### src/rtl/tm1638_tx.sv
// TM1638 LED&KEY transmitter: encodes two BCD digits to 7-segment and sends the
// full write frame (data command, 16-byte display RAM, display control) on change.
module tm1638_tx #(
  parameter int unsigned CLK_DIV = 50,
  parameter logic [2:0]  BRIGHT  = 3'd7
) (
  input  logic       clk,
  input  logic       rs,
  input  logic [3:0] dig_hi,
  input  logic [3:0] dig_lo,
  output logic       tm_stb,
  output logic       tm_clk,
  output logic       tm_dio,
  output logic       busy
);

  localparam logic [2:0] StIdle    = 3'd0;
  localparam logic [2:0] StStbLo   = 3'd1;
  localparam logic [2:0] StShiftLo = 3'd2;
  localparam logic [2:0] StShiftHi = 3'd3;
  localparam logic [2:0] StStbHi   = 3'd4;
  localparam logic [2:0] StGap     = 3'd5;

  localparam int unsigned    TickW   = 10;
  localparam logic [TickW-1:0] TickMax = TickW'(CLK_DIV - 1);

  function automatic logic [7:0] seg7(input logic [3:0] d);
    logic [7:0] s;
    case (d)
      4'd0:    s = 8'h3F;
      4'd1:    s = 8'h06;
      4'd2:    s = 8'h5B;
      4'd3:    s = 8'h4F;
      4'd4:    s = 8'h66;
      4'd5:    s = 8'h6D;
      4'd6:    s = 8'h7D;
      4'd7:    s = 8'h07;
      4'd8:    s = 8'h7F;
      4'd9:    s = 8'h6F;
      default: s = 8'h40;
    endcase
    return s;
  endfunction

  // T2 byte 0 is the address command; display RAM addr N is byte N+1.
  function automatic logic [7:0] frame_byte(input logic [1:0] txn, input logic [4:0] idx,
                                            input logic [7:0] snap);
    logic [7:0] b;
    b = 8'h00;
    if (txn == 2'd0) begin
      b = 8'h40;
    end else if (txn == 2'd2) begin
      b = {5'b10001, BRIGHT};
    end else begin
      case (idx)
        5'd0:    b = 8'hC0;
        5'd1:    b = seg7(snap[7:4]);
        5'd3:    b = seg7(snap[3:0]);
        default: b = 8'h00;
      endcase
    end
    return b;
  endfunction

  logic [TickW-1:0] tick_q, tick_d;
  logic [2:0]       state_q, state_d;
  logic [2:0]       bit_q, bit_d;
  logic [4:0]       byte_q, byte_d;
  logic [1:0]       txn_q, txn_d;
  logic             gap_q, gap_d;
  logic             pend_q, pend_d;
  logic [7:0]       snap_q, snap_d;
  logic             stb_q, stb_d;
  logic             sclk_q, sclk_d;
  logic             dio_q, dio_d;
  logic             busy_q, busy_d;

  logic       tick;
  logic       start;
  logic       differ;
  logic [4:0] last_idx;
  logic [7:0] cur_byte;
  logic [7:0] nxt_byte;

  assign tick     = (tick_q == TickMax);
  assign start    = tick && (state_q == StIdle) && pend_q;
  assign differ   = ({dig_hi, dig_lo} != snap_q);
  assign last_idx = (txn_q == 2'd1) ? 5'd16 : 5'd0;
  assign cur_byte = frame_byte(txn_q, byte_q, snap_q);
  assign nxt_byte = frame_byte(txn_q, byte_q + 5'd1, snap_q);

  always_comb begin
    tick_d = tick ? '0 : tick_q + TickW'(1);
    // Change detection runs every clk so an edit mid-frame queues exactly one more frame.
    pend_d = start ? 1'b0 : (pend_q | differ);
    snap_d = start ? {dig_hi, dig_lo} : snap_q;
  end

  always_comb begin
    state_d = state_q;
    bit_d   = bit_q;
    byte_d  = byte_q;
    txn_d   = txn_q;
    gap_d   = gap_q;
    stb_d   = stb_q;
    sclk_d  = sclk_q;
    dio_d   = dio_q;
    busy_d  = busy_q;
    if (tick) begin
      case (state_q)
        StIdle: begin
          if (pend_q) begin
            state_d = StStbLo;
            stb_d   = 1'b0;
            busy_d  = 1'b1;
            txn_d   = 2'd0;
            byte_d  = 5'd0;
            bit_d   = 3'd0;
          end
        end
        StStbLo: begin
          state_d = StShiftLo;
          sclk_d  = 1'b0;
          dio_d   = cur_byte[0];
        end
        StShiftLo: begin
          state_d = StShiftHi;
          sclk_d  = 1'b1;
        end
        StShiftHi: begin
          if (bit_q != 3'd7) begin
            bit_d   = bit_q + 3'd1;
            state_d = StShiftLo;
            sclk_d  = 1'b0;
            dio_d   = cur_byte[bit_q + 3'd1];
          end else if (byte_q != last_idx) begin
            byte_d  = byte_q + 5'd1;
            bit_d   = 3'd0;
            state_d = StShiftLo;
            sclk_d  = 1'b0;
            dio_d   = nxt_byte[0];
          end else begin
            state_d = StStbHi;
          end
        end
        StStbHi: begin
          state_d = StGap;
          stb_d   = 1'b1;
          dio_d   = 1'b1;
          gap_d   = 1'b0;
        end
        StGap: begin
          if (!gap_q) begin
            gap_d = 1'b1;
          end else if (txn_q != 2'd2) begin
            txn_d   = txn_q + 2'd1;
            byte_d  = 5'd0;
            bit_d   = 3'd0;
            state_d = StStbLo;
            stb_d   = 1'b0;
          end else begin
            state_d = StIdle;
            // Keep busy asserted across the single idle tick of a back-to-back frame.
            busy_d  = pend_q | differ;
          end
        end
        default: state_d = StIdle;
      endcase
    end
  end

  always_ff @(posedge clk or negedge rs) begin
    if (!rs) begin
      tick_q  <= '0;
      state_q <= StIdle;
      bit_q   <= 3'd0;
      byte_q  <= 5'd0;
      txn_q   <= 2'd0;
      gap_q   <= 1'b0;
      pend_q  <= 1'b1;
      snap_q  <= 8'h00;
      stb_q   <= 1'b1;
      sclk_q  <= 1'b1;
      dio_q   <= 1'b1;
      busy_q  <= 1'b0;
    end else begin
      tick_q  <= tick_d;
      state_q <= state_d;
      bit_q   <= bit_d;
      byte_q  <= byte_d;
      txn_q   <= txn_d;
      gap_q   <= gap_d;
      pend_q  <= pend_d;
      snap_q  <= snap_d;
      stb_q   <= stb_d;
      sclk_q  <= sclk_d;
      dio_q   <= dio_d;
      busy_q  <= busy_d;
    end
  end

  assign tm_stb = stb_q;
  assign tm_clk = sclk_q;
  assign tm_dio = dio_q;
  assign busy   = busy_q;

endmodule

### config.mk
export PLATFORM = sky130hd
export DESIGN_NAME = tm1638_tx
export DESIGN_NICKNAME = d
export VERILOG_FILES = /design/src/rtl/tm1638_tx.sv
export SDC_FILE = /design/constraint.sdc
export NUM_CORES = 1
export LEC_CHECK = 0
export BUFFER_PORTS_ARGS = -buffer_cell sky130_fd_sc_hd__clkbuf_2
export CORE_ASPECT_RATIO = 1.5
export CORE_MARGIN = 8
export CORE_UTILIZATION = 56
export CTS_CLUSTER_SIZE = 8
export DETAILED_ROUTE_END_ITERATION = 8
export PLACE_DENSITY = 0.77
export RECOVER_POWER = 50
export SETUP_SLACK_MARGIN = 0.4
export SYNTH_ARGS = -nofsm -noshare
export SYNTH_HDL_FRONTEND = slang
export SYNTH_SLANG_ARGS = --single-unit
### constraint.sdc
create_clock -name clk -period 2.1 [get_ports clk]
set_clock_uncertainty 0.2 [all_clocks]
set_input_delay 0.21 -clock clk [delete_from_list [all_inputs] [get_ports clk]]
set_output_delay 0.21 -clock clk [all_outputs]
set_load 0.03 [all_outputs]
======== Yosys cells after proc, flatten, opt, wreduce, memory -nomap -nowiden ========
Memories as Yosys holds them, arrays and structs flattened.
Cells that the tools add are included.
storage, ports and cells
  bits in read-only memories .............. 448
  flip-flop bits (word level) ............. 37
  output and inout port bits .............. 4
  memories ................................ 4
  logic and storage cells ................. 114
cells by class
  bitwise operators ....................... 1
  eq/ne operators ......................... 23
  muxes and demuxes ....................... 48
  $add $sub $neg .......................... 4
  order comparisons ....................... 1
  reduce and logical (&&, ||, !) cells .... 21
memory list
  name              words  bits a word  rd ports  clocked after memory_dff  wr ports  line  RTL
  (name not given)  16     7            1         0                         0         29    case (d)
  (name not given)  16     7            1         0                         0         29
  (name not given)  16     7            1         0                         0         29
  (name not given)  16     7            1         0                         0         29
operators by type and width
  cell                                                              number
  5-bit two-way mux                                                 6
  3-bit two-way mux                                                 9
  8-bit one-hot mux with 3 select lines                             1
  3-bit one-hot mux with 6 select lines                             1
  8-bit two-way mux                                                 2
  1-bit two-way mux                                                 15
  5-bit one-hot mux with 3 select lines                             1
  5-bit AND reduction                                               3
  2-bit != test, second input constant                              7
  1-bit one-hot mux with 3 select lines                             4
  3-bit nonzero test                                                4
  10-bit by 1-bit adder with 10-bit output, second input constant   1
  10-bit by 6-bit == test with 1-bit output, second input constant  1
  5-bit by 1-bit == test with 1-bit output, second input constant   2
  5-bit by 2-bit == test with 1-bit output, second input constant   2
  5-bit zero test                                                   2
  10-bit two-way mux                                                1
  3-bit one-hot mux with 3 select lines                             1
  3-bit AND reduction                                               3
  8-bit != test                                                     1
  7-bit AND reduction                                               1
  3-bit by 2-bit == test with 1-bit output, second input constant   2
  3-bit == test, second input constant                              2
  2-bit two-way mux                                                 3
  other kinds (19)                                                  23

======== Longest topological paths before layout ========
Gate-level depths: netlist of run 1.
  depth after elaboration ................. 8
  depth in mapped cells ................... 10
  depth with buffers taken out ............ 9

======== Worst setup path before layout of run 1 ========
OpenSTA, ideal clock, no wires.
  kind .................................... reg2reg
  start ................................... register txn_q[0]
  end ..................................... register byte_q[0]
  stages on the path, launching flop included .. 8
  buffers on the path ..................... 1
  path slack .............................. -76 ps
  arrival ................................. 1851 ps
  library setup time ...................... 125 ps
  data required time ...................... 1775 ps
  cell sequence ........................... dfrtp_1 > clkbuf_1 > inv_1 > ha_1 > or2_2 > a21oi_2 > o21ai_4 > mux2_2
on the way
  word-level cells in the longest chain between the ends .. 5
  elaborated cells between the ends (all ways) .. 7
  those cells by class .................... 5 x eq/ne; 1 x mux; 1 x reduce/logical
RTL lines
  item                                      line  RTL
  start, declared                           69    logic [1:0] txn_q, txn_d;
  start signal, assigned                    191   txn_q <= txn_d;
  2-bit by 1-bit == test with 1-bit output  88    assign last_idx = (txn_q == 2'd1) ? 5'd16 : 5'd0;
  5-bit two-way mux                         88
  5-bit != test                             136   end else if (byte_q != last_idx) begin
  2-bit != test (no source line)            -
  7-bit AND reduction (no source line) (*)  -
  end signal, assigned                      190   byte_q <= byte_d;
  end, declared                             68    logic [4:0] byte_q, byte_d;
Every way passes the cells marked *; elsewhere a longest branch is shown, timed or not.
A chain may end at the register's enable or synchronous reset.

======== Worst setup path after layout of run 1 ========
  start ................................... register byte_q[1]
  end ..................................... register dio_q (netlist: tm_dio)
on the way
  word-level cells in the longest chain between the ends .. 8
  elaborated cells between the ends (all ways) .. 21
  those cells by class .................... 1 x add/sub; 6 x eq/ne; 11 x mux; 3 x reduce/logical
RTL lines
  item                                                                                   line      RTL
  5-bit by 1-bit adder with 5-bit output (tied with other cells)                         90        assign nxt_byte = frame_byte(txn_q, byte_q + 5'd1, snap_q);
  5-bit by 2-bit == test with 1-bit output (tied with other cells)                       55        case (idx)
  1-bit one-hot mux with 3 select lines / 8-bit two-way mux (equally long branches)      55, 52
  1-bit two-way mux / 8-bit two-way mux (equally long branches)                          52, 50
  1-bit two-way mux / 1-bit binary-select mux with 3-bit select (equally long branches)  50, 135
  1-bit two-way mux, on equally long branches                                            136, 135
  1-bit two-way mux                                                                      131       if (bit_q != 3'd7) begin
  1-bit one-hot mux with 3 select lines                                                  110       case (state_q)
  end signal, assigned                                                                   197       dio_q <= dio_d;
  end, declared                                                                          75        logic dio_q, dio_d;
Parallel ways exist; a longest one is shown, timed or not. The select of a mux whose other input is x is not followed.

==> impl_metrics.ini, run 1 <==
[power]
pwr-share-clk = 0.405
seqPwrFrac = 0.549
netSwitchingFraction = 0.2218
ir_drop_uv = 297.8
power_switching_w = 0.0002883
p_comb_frac = 0.046
p_int_w = 0.001011
powerDensity_nw_per_um2 = 346.5
leakage_nw = 1.669

[timing]
slew_headroom = 0.2761
finalWorstSetupSlack_ns = -0.1528
fmax_mhz = 443.9
finalSetupViolations = 2
period_minus_slack_ns = 2.253
hold_viol_final = 0
holdWs_ns = 0.1834
fin_crit_sh = 1.073
worst_pin_slew_ns = 1.086
rsz0062_at_grt = yes
slew_violations = 0
finalSetupTns_ns = -0.1623

[route]
wl_met1_um = 3000
wl_met3_um = 300
dr.pass1.iters = 4
dr_wl_met2_um = 4572
wl_um = 8263
wl_per_cell_um = 18.36
via_per_inst = 5.991
top_layer = met4
route.detailed.drc = 0
vias = 2696
ant_nets = 0
drtIter0Drc = 139

[finish]
final_cell_mix = buf_4 (42), dfrtp_1 (30), nor2_1 (24), nand2_1 (24), a21oi_1 (16)
fill_cells = 302
area_growth_syn_to_layout_pct = 37.33
final_nets = 413
drive_above_1_share = 0.3776
seq_area_um2 = 934.6
final_common_cell = buf_4
diodes = 0
multi_input_area_um2 = 1929
finalInstanceArea_um2 = 3751

[die]
dieArea_um2 = 7415
row_count = 31
fp.dieH_um = 101.5
io_pins = 14
die_w_um = 73.03
core-area_um2 = 4771
initial_core_util = 0.5725

[worst_setup_path]
cp.required_ns = 2.12
cpPeakStageDelay_ns = 0.45
cp-end-kind = flip-flop
r2r_cells = 8
crit_slowest_cell = dfrtp_2
arrival_ns = 2.27
startpoint_type = flip-flop
crit_chain = inv_2 -> ha_1 -> nor4b_4 -> nand2_2 -> o22a_1 -> a211oi_2 -> o311ai_2 -> a21oi_1
worstSetupPathType = flip-flop to flip-flop
cp_max_fo = 5

[global_route]
grt_max_degree = 20
grt.total_usage = 0.2185
gr-total-overflow = 0
antenna_found_initial = 0
grt_pass1_wl_um = 12740
grt_pass1_vias = 2764

[synthesis]
syn_avg_cell_area_um2 = 8.811
syn_nets = 340
synth_top_area_frac = 0.3023
synth_ff_type = dfrtp_1
syn_inst = 310
netlist_area_um2 = 2731
ys_seq_area_frac = 0.3408
ys_warn_count = 0
yosys.area.top_type = dfrtp_1
yosys-top-cells-area = dfrtp_1 (30%), ha_1 (9.2%), nand2_1 (4.4%), xnor2_1 (4.2%), o21ai_0 (4.0%)
synth_edf_count = 0
synth_cell_type_count = 61
synthArstFlopShare = 1.000
ys_seq_elements = 37

[clock_network]
clock-sinks = 37
clock_latency_ns = 0.29
cts-buffers-inserted = 5
clockRootBuffer = clkbuf_8
htree_levels = 2
cts_tree = done
path_clk_slew_ns = 0.07
clk_path_buf_depth = 2

[place]
place.gp.congestion = 0.9564
portBuffers = 13
dpl.hpwl_um = 5098
postPlaceCellArea_um2 = 3168

[hold_path]
min_path_cells = 5
min_path_type = input pin to flip-flop

[outcome]
status = complete, but fails checks
violations = setup timing

[flow_run]
drv_cap = 0
[cell usage after synthesis (all sizes together), types with 3 or more instances]
cell,n
o211ai,3
nand2,33
ha,20
nor4,6
mux2,5
dfstp,4
nor4b,4
buf,10
xor2,4
or2,3
nor3,6
o211a,3
a21oi,19
inv,17
o21ai,34
nand4,7
nor2b,9
xnor2,13
nor2,29
clkbuf,4
nand2b,3
o221ai,3
dfrtp,33
nand3,12
[flip-flops by register name, indices dropped and copies added, names as in the netlist]
name     cells
pend_q       1
tick_q      10
tm_stb       1
byte_q       5
gap_q        1
txn_q        2
snap_q       8
tm_clk       1
bit_q        3
tm_dio       1
busy         1
state_q      3
[timing repair]
| item | 4_1_cts | 5_1_grt |
|---|---|---|
| hold buffers | 9 | 0 |
| pin swaps | 16 | 12 |
| hold endpoints to repair | 22 | 0 |
| setup buffers | 10 | 8 |
| endpoints found under the setup margin | 27 | 27 |
| resized for setup | 41 | 28 |
[cell families (layout without fill, tap and decap cells)]
| kind of cell | count (synthesis) | count (layout) | synth area share |
|---|---|---|---|
| multiplexers | 7 | 7 | 0.02794 |
| AND/OR/NAND/NOR | 116 | 116 | 0.2350 |
| buffers and inverters | 31 | 105 | 0.05268 |
| adder cells (fa/ha/maj) | 20 | 20 | 0.09162 |
| XOR/XNOR | 17 | 17 | 0.05451 |
| flip-flops | 37 | 37 | 0.3408 |
| AO/OA/AOI/OAI | 82 | 82 | 0.1975 |
[cell type report]
class / instances / share of cell area
Inverter: 17 / 0.01835
Timing Repair Buffer: 80 / 0.1721
Multi-Input combinational cell: 242 / 0.5143
Tap cell: 66 / 0.02201
Sequential cell: 37 / 0.2492
Clock buffer: 8 / 0.02402
[critical path: cells and delay by family (launching register included)]
kind / cells / cell delay [ns]
compound gates: 4 / 0.86
flops: 1 / 0.45
simple gates: 2 / 0.40
fa+ha+maj: 1 / 0.17
buf+inv: 1 / 0.10
[path summary, 6_finish.rpt]
| check | start | endpoint | slack, ns |
|---|---|---|---|
| max in group asynchronous | rs | byte_q[1]$_DFFE_PN0P_ | 0.28 |
| min in group asynchronous | rs | snap_q[1]$_DFFE_PN0P_ | 0.44 |
| worst max-delay path | byte_q[1]$_DFFE_PN0P_ | tm_dio$_DFFE_PN1P_ | -0.15 |
| worst min-delay path | dig_hi[0] | pend_q$_DFF_PN1_ | 0.18 |
| worst min register to register | tm_stb$_DFFE_PN1P_ | tm_stb$_DFFE_PN1P_ | 0.30 |
| worst max register to register | byte_q[1]$_DFFE_PN0P_ | tm_dio$_DFFE_PN1P_ | -0.15 |
[routing by layer]
layer / global-route usage / vias up
li1: - / 1250
met3: 0.02973 / 36
met4: 0.1053 / 0
met5: 0 / -
met2: 0.4202 / 86
met1: 0.2194 / 1324
[through the flow]
step / setup WS, ns / power [W] / util / cells
2_1_floorplan: 0.1145 / 0.0007402 / - / 310
6_report: -0.1528 / 0.001300 / 0.7863 / 450
3_3_place_gp: 0.0007558 / 0.0007675 / 0.6640 / 415
3_5_place_dp: -0.03272 / 0.0007691 / 0.6640 / 415
5_1_grt: -0.2860 / 0.001348 / 0.7863 / 450
4_1_cts: -0.01337 / 0.001305 / 0.7498 / 442
[power groups by stage]
| stage | Clock, W | Combinational [W] | Sequential (W) |
|---|---|---|---|
| 6_report | 0.000526 | 0.0000604 | 0.000713 |
| 5_1_grt | 0.000567 | 0.0000677 | 0.000713 |
| 4_1_cts | 0.000534 | 0.0000577 | 0.000713 |
| 3_5_place_dp | 0 | 0.0000422 | 0.000727 |
| 3_3_place_gp | 0 | 0.0000406 | 0.000727 |
| 2_1_floorplan | 0 | 0.0000131 | 0.000727 |
Note: power is estimated with default switching activity, not from simulation.
==> inputs of run 2 (changes only) <==
==> constraint.sdc (replaced) <==
create_clock -name clk -period 2.1 [get_ports clk]
set_clock_uncertainty 0.2 [all_clocks]
set_input_delay 0.315 -clock clk [delete_from_list [all_inputs] [get_ports clk]]
set_output_delay 0.315 -clock clk [all_outputs]
set_load 0.03 [all_outputs]
==> run 2 against run 1 <==
Net effect:
- the run still ends with setup timing left
- critical endpoint unchanged
- cell area down 0.60%
- register-to-register slack worse by 0.02 ns
- non-clock buffer count shrank 7
==> impl_metrics.ini, run 2 (synthesis results as in run 1) <==
[timing]
rsz0062_at_grt = yes
finalSetupViolations = 1
holdWs_ns = 0.06175
period_minus_slack_ns = 2.269
slew_violations = 0
fin_crit_sh = 1.080
fmax_mhz = 440.7
slew_headroom = 0.2753
finalWorstSetupSlack_ns = -0.1689
worst_pin_slew_ns = 1.087
hold_viol_final = 0

[finish]
multi_input_area_um2 = 1972
reg_top3 = tick_q x10, snap_q x8, byte_q x5
area_growth_syn_to_layout_pct = 36.51
fill_cells = 285
seq_area_um2 = 932.1
final_nets = 406
top_register = tick_q
final_cells = 443
largest_reg_flops = 10
final_common_cell = buf_4
final_cell_mix = buf_4 (38), dfrtp_1 (32), nor2_1 (24)
drive_above_1_share = 0.4032
diodes = 0
finalInstanceArea_um2 = 3729

[power]
ir_drop_uv = 429.9
powerDensity_nw_per_um2 = 337.2
pwr-share-clk = 0.392
power_switching_w = 0.0002921
netSwitchingFraction = 0.2323
p_int_w = 0.0009651
p_comb_frac = 0.041
seqPwrFrac = 0.567
leakage_nw = 1.696

[outcome]
status = complete, but fails checks
violations = setup timing

[route]
vias = 2651
ant_nets = 0
wl_per_cell_um = 18.86
drtIter0Drc = 158
route.detailed.drc = 0
wl_um = 8355
via_per_inst = 5.984
dr.pass1.iters = 4

[place]
postPlaceCellArea_um2 = 3115
dpl.hpwl_um = 5063
portBuffers = 13
placed_cells = 408
place.gp.congestion = 0.9188

[worst_setup_path]
crit_slowest_cell = dfrtp_1
cp-end-kind = flip-flop
arrival_ns = 2.27
startpoint_type = flip-flop
cp_max_fo = 5
crit_chain = ha_2 -> ha_4 -> nor3b_2 -> nor4_1 -> o21ai_1 -> o211ai_1 -> a31oi_1 -> o311ai_1 -> a21oi_1
worstSetupPathType = flip-flop to flip-flop
cp.required_ns = 2.10
cpPeakStageDelay_ns = 0.39

[clock_network]
htree_levels = 2
cts-buffers-inserted = 5
cts_tree = done
clockRootBuffer = clkbuf_8
clock-sinks = 37
clock_latency_ns = 0.29
clk_path_buf_depth = 2
path_clk_slew_ns = 0.08

[die]
dieArea_um2 = 7415
die_w_um = 73.03
fp.dieH_um = 101.5
io_pins = 14
core-area_um2 = 4771
initial_core_util = 0.5725
row_count = 31

[global_route]
gr-total-overflow = 0
grt.total_usage = 0.2087
grt_max_degree = 20
grt_pass1_vias = 2624
antenna_found_initial = 0
grt_pass1_wl_um = 12080

[flow_run]
drv_cap = 0

[hold_path]
min_path_type = input pin to flip-flop
[run 2: cell count changes in the layout (fill, tap and decap cells not counted), sizes merged]
cell         before  now
buf              56   57
clkbuf           23   21
clkinv            0    2
dlygate4sd3       9    1
[run 2: repair_timing]
item                                    4_1_cts  5_1_grt
endpoints found under the setup margin       27       27
gates resized for setup                      52       34
buffers inserted                             17        9
pin swaps                                    23       20
endpoints found under the hold margin        14        0
hold buffers                                  1        0
[run 2: through the flow]
stage / power, W / setup TNS (ns) / utilization / setup slack [ns]
2_1_floorplan: 0.0007402 / 0 / - / 0.1145
4_1_cts: 0.001263 / -0.03622 / 0.7391 / -0.03622
3_5_place_dp: 0.0007693 / -0.04642 / 0.6530 / -0.04642
6_report: 0.001257 / -0.1689 / 0.7815 / -0.1689
5_1_grt: 0.001287 / -0.4434 / 0.7815 / -0.2832
3_3_place_gp: 0.0007675 / -0.02120 / 0.6530 / -0.02120
[run 2: power by group through the flow]
stage | clock network, W | logic, W | registers (W)
after floorplan | 0 | 0.0000131 | 0.000727
after global placement | 0 | 0.0000405 | 0.000727
after detailed placement | 0 | 0.0000424 | 0.000727
after CTS | 0.000502 | 0.0000481 | 0.000713
after global routing | 0.000517 | 0.0000572 | 0.000713
final | 0.000492 | 0.0000516 | 0.000713
[run 2: path summary, 6_finish.rpt]
path	from	to	slack, ns	depth (start not counted)
setup / recovery	bit_q[0]$_DFFE_PN0P_	tm_dio$_DFFE_PN1P_	-0.17	9
hold / removal	dig_lo[0]	snap_q[0]$_DFFE_PN0P_	0.06	3
setup reg to reg	bit_q[0]$_DFFE_PN0P_	tm_dio$_DFFE_PN1P_	-0.17	9
hold reg to reg	tick_q[7]$_DFF_PN0_	tick_q[7]$_DFF_PN0_	0.31	1
max in group asynchronous	rs	byte_q[2]$_DFFE_PN0P_	0.19	3
min in group asynchronous	rs	gap_q$_DFFE_PN0P_	0.55	2
[run 2: final cells by class]
| type | instances | area share |
|---|---|---|
| multi-input combinational | 242 | 0.5289 |
| sequential | 37 | 0.2500 |
| timing repair buffer | 73 | 0.1584 |
| tap | 66 | 0.02215 |
| clock buffer | 6 | 0.01946 |
| inverter | 17 | 0.01846 |
| clock inverter | 2 | 0.002685 |
[run 2: critical path: cells and delay by family (launching register included)]
kind            cells  cell delay (ns)
compound gates      5             0.85
fa+ha+maj           2             0.49
flops               1             0.39
simple gates        2             0.25
[run 2: metal layers]
layer  wire (µm)  vias up  part of all wire  track usage
met4         421        0             0.050       0.1223
met5           0        -                 0            0
met3         274       37             0.033      0.03072
met1        3119     1298              0.37       0.2056
li1            -     1234                 -            -
met2        4540       82              0.54       0.3946
==> inputs of run 3 (changes only) <==
- ABC_AREA: unset -> 1
- CORE_UTILIZATION: 56 -> 55
- PLACE_DENSITY: 0.77 -> 0.76
- TNS_END_PERCENT: unset -> 50
==> run 3 against run 2 <==
Net effect:
- critical path type unchanged
- utilization is 8.4 points lower
- routed wire length is 25% lower
- via count fell by 10%
- flip-flop and latch count stayed put
- the run now ends clean
- combinational power down 16%
- first-iteration DRC count fell by 38%
- worst setup slack improved by 0.40 ns
==> impl_metrics.ini, run 3 <==
[outcome]
status = complete, no violations

[timing]
worst_pin_slew_ns = 0.7316
finalSetupViolations = 0
slew_headroom = 0.5123
holdWs_ns = 0.06079
fin_crit_sh = 0.8890
slew_violations = 0
finalSetupTns_ns = 0
fmax_mhz = 535.6
period_minus_slack_ns = 1.867
hold_viol_final = 0
rsz0062_at_grt = yes

[global_route]
gr-total-overflow = 0
grt_pass1_wl_um = 10580
grt_max_degree = 31
grt.total_usage = 0.1848
antenna_found_initial = 0
grt_pass1_vias = 2520

[clock_network]
htree_levels = 2
cts_tree = done
cts-buffers-inserted = 5
clock-sinks = 37
clk_path_buf_depth = 2
clockRootBuffer = clkbuf_8
path_clk_slew_ns = 0.07
clock_latency_ns = 0.30

[finish]
final_cell_mix = nand2_1 (78), inv_1 (34), nand3_1 (32)
top_register = tick_q
largest_reg_flops = 10
reg_top3 = tick_q x10, snap_q x8, byte_q x5
drive_above_1_share = 0.2636
area_growth_syn_to_layout_pct = 21.91
final_common_cell = nand2_1
final_nets = 416
diodes = 0

[place]
place.gp.congestion = 0.9371
portBuffers = 13
dpl.hpwl_um = 4659

[synthesis]
ys_seq_area_frac = 0.3582
syn_inst = 344
syn_avg_cell_area_um2 = 7.554
synth_top_area_frac = 0.3178
yosys.area.top_type = dfrtp_1
netlist_top_cells_count = nand2_1 (84), inv_1 (40), nand3_1 (36), dfrtp_1 (33), nor2_1 (29)
synthMostInstantiatedCell = nand2_1
syn_nets = 374
synthArstFlopShare = 1.000
synth_cell_type_count = 43
ys_warn_count = 0
synth_edf_count = 0
yosys-top-cells-area = dfrtp_1 (32%), nand2_1 (12%), ha_1 (9.6%), nand3_1 (6.9%), inv_1 (5.8%)
ys_seq_elements = 37
synth_ff_type = dfrtp_1
netlist_area_um2 = 2599

[worst_setup_path]
cp-end-kind = flip-flop
r2r_cells = 11
startpoint_type = flip-flop
arrival_ns = 1.84
cp.required_ns = 2.07
cp_max_fo = 6
worstSetupPathType = flip-flop to flip-flop

[power]
p_comb_frac = 0.034
p_total_w = 0.001278
ir_drop_uv = 297.3
powerDensity_nw_per_um2 = 403.4
power_switching_w = 0.0002810
p_int_w = 0.0009969
pwr-share-clk = 0.408
leakage_nw = 1.539
seqPwrFrac = 0.558
netSwitchingFraction = 0.2199

[route]
drtIter0Drc = 98
ant_nets = 0
wl_per_cell_um = 13.83
dr.pass1.iters = 4
via_per_inst = 5.264
wl_um = 6239
vias = 2374
route.detailed.drc = 0

[flow_run]
drv_cap = 0

[hold_path]
min_path_cells = 3
min_path_type = input pin to flip-flop

[die]
dieArea_um2 = 7226
initial_core_util = 0.5722
core-area_um2 = 4542
fp.dieH_um = 100.2
row_count = 30
io_pins = 14
die_w_um = 72.13
==> run 3: worst paths after layout <==
check                                              to           startpoint  slack, ns
worst max register to register   bit_q[0]$_DFFE_PN0P_  tick_q[1]$_DFF_PN0_       0.23
worst min register to register    tick_q[8]$_DFF_PN0_  tick_q[8]$_DFF_PN0_       0.27
worst min-delay path            snap_q[0]$_DFFE_PN0P_            dig_lo[0]       0.06
max in group asynchronous       byte_q[0]$_DFFE_PN0P_                   rs       0.52
min in group asynchronous         tick_q[6]$_DFF_PN0_                   rs       0.41
worst max-delay path             bit_q[0]$_DFFE_PN0P_  tick_q[1]$_DFF_PN0_       0.23
==> run 3: critical path: stages (launching register included) <==
cell and delay [ns]:
dfrtp_1 0.38, inv_1 0.06, ha_1 0.13, nand3b_1 0.14
nor2_1 0.15, nand3_2 0.14, clkinv_4 0.10, nand2_8 0.08
clkinv_8 0.08, nand3_4 0.11, a21oi_2 0.13, a21oi_1 0.05
==> run 3: stage by stage <==
step                utilization  std cells  setup WS (ns)  cell area [µm²]
finish                   0.6975        451         0.2331             3168
global route             0.6975        451         0.1095             3168
CTS                      0.6777        446         0.2248             3078
detailed placement       0.6231        425        0.09459             2830
global placement         0.6231        425         0.1818             2830
floorplan                     -        344         0.3379             2641
==> run 3: power groups by stage <==
stage                     clock, W  combinational, W  sequential, W
after global routing      0.000564         0.0000503       0.000713
final                     0.000521         0.0000433       0.000714
after floorplan                  0         0.0000135       0.000727
after CTS                 0.000535         0.0000469       0.000713
after global placement           0         0.0000444       0.000727
after detailed placement         0         0.0000454       0.000727
==> run 3: cell type report <==
class	count	area, µm²
multi-input combinational	257	1610
fill	374	1374
sequential	37	938.4
timing repair buffer	38	255.2
inverter	47	193.9
clock buffer	8	90.09
tap	64	80.08
==> run 3: repair_timing <==
| action | in CTS | in global routing |
|---|---|---|
| pin swaps | 9 | 8 |
| gates resized for setup | 21 | 20 |
| endpoints found under the setup margin | 26 | 31 |
| hold buffers | 1 | 0 |
| cloned | 0 | 1 |
| hold endpoints to repair | 24 | 0 |
| setup buffers | 12 | 4 |
==> run 3: layer usage <==
metal | part of all wire | global-route usage
met5 | 0 | 0
met2 | 0.54 | 0.3517
met1 | 0.39 | 0.1731
met4 | 0.036 | 0.1043
met3 | 0.030 | 0.03992
==> run 3: cell families after synthesis <==
family / after synthesis / synth area share
and+or+nand+nor: 170 / 0.3062
buffers and inverters: 51 / 0.08136
adders and majority gates: 20 / 0.09629
xor gates and xnor gates: 12 / 0.04044
DFF: 37 / 0.3582
AOI/OAI and AO/OA: 54 / 0.1175
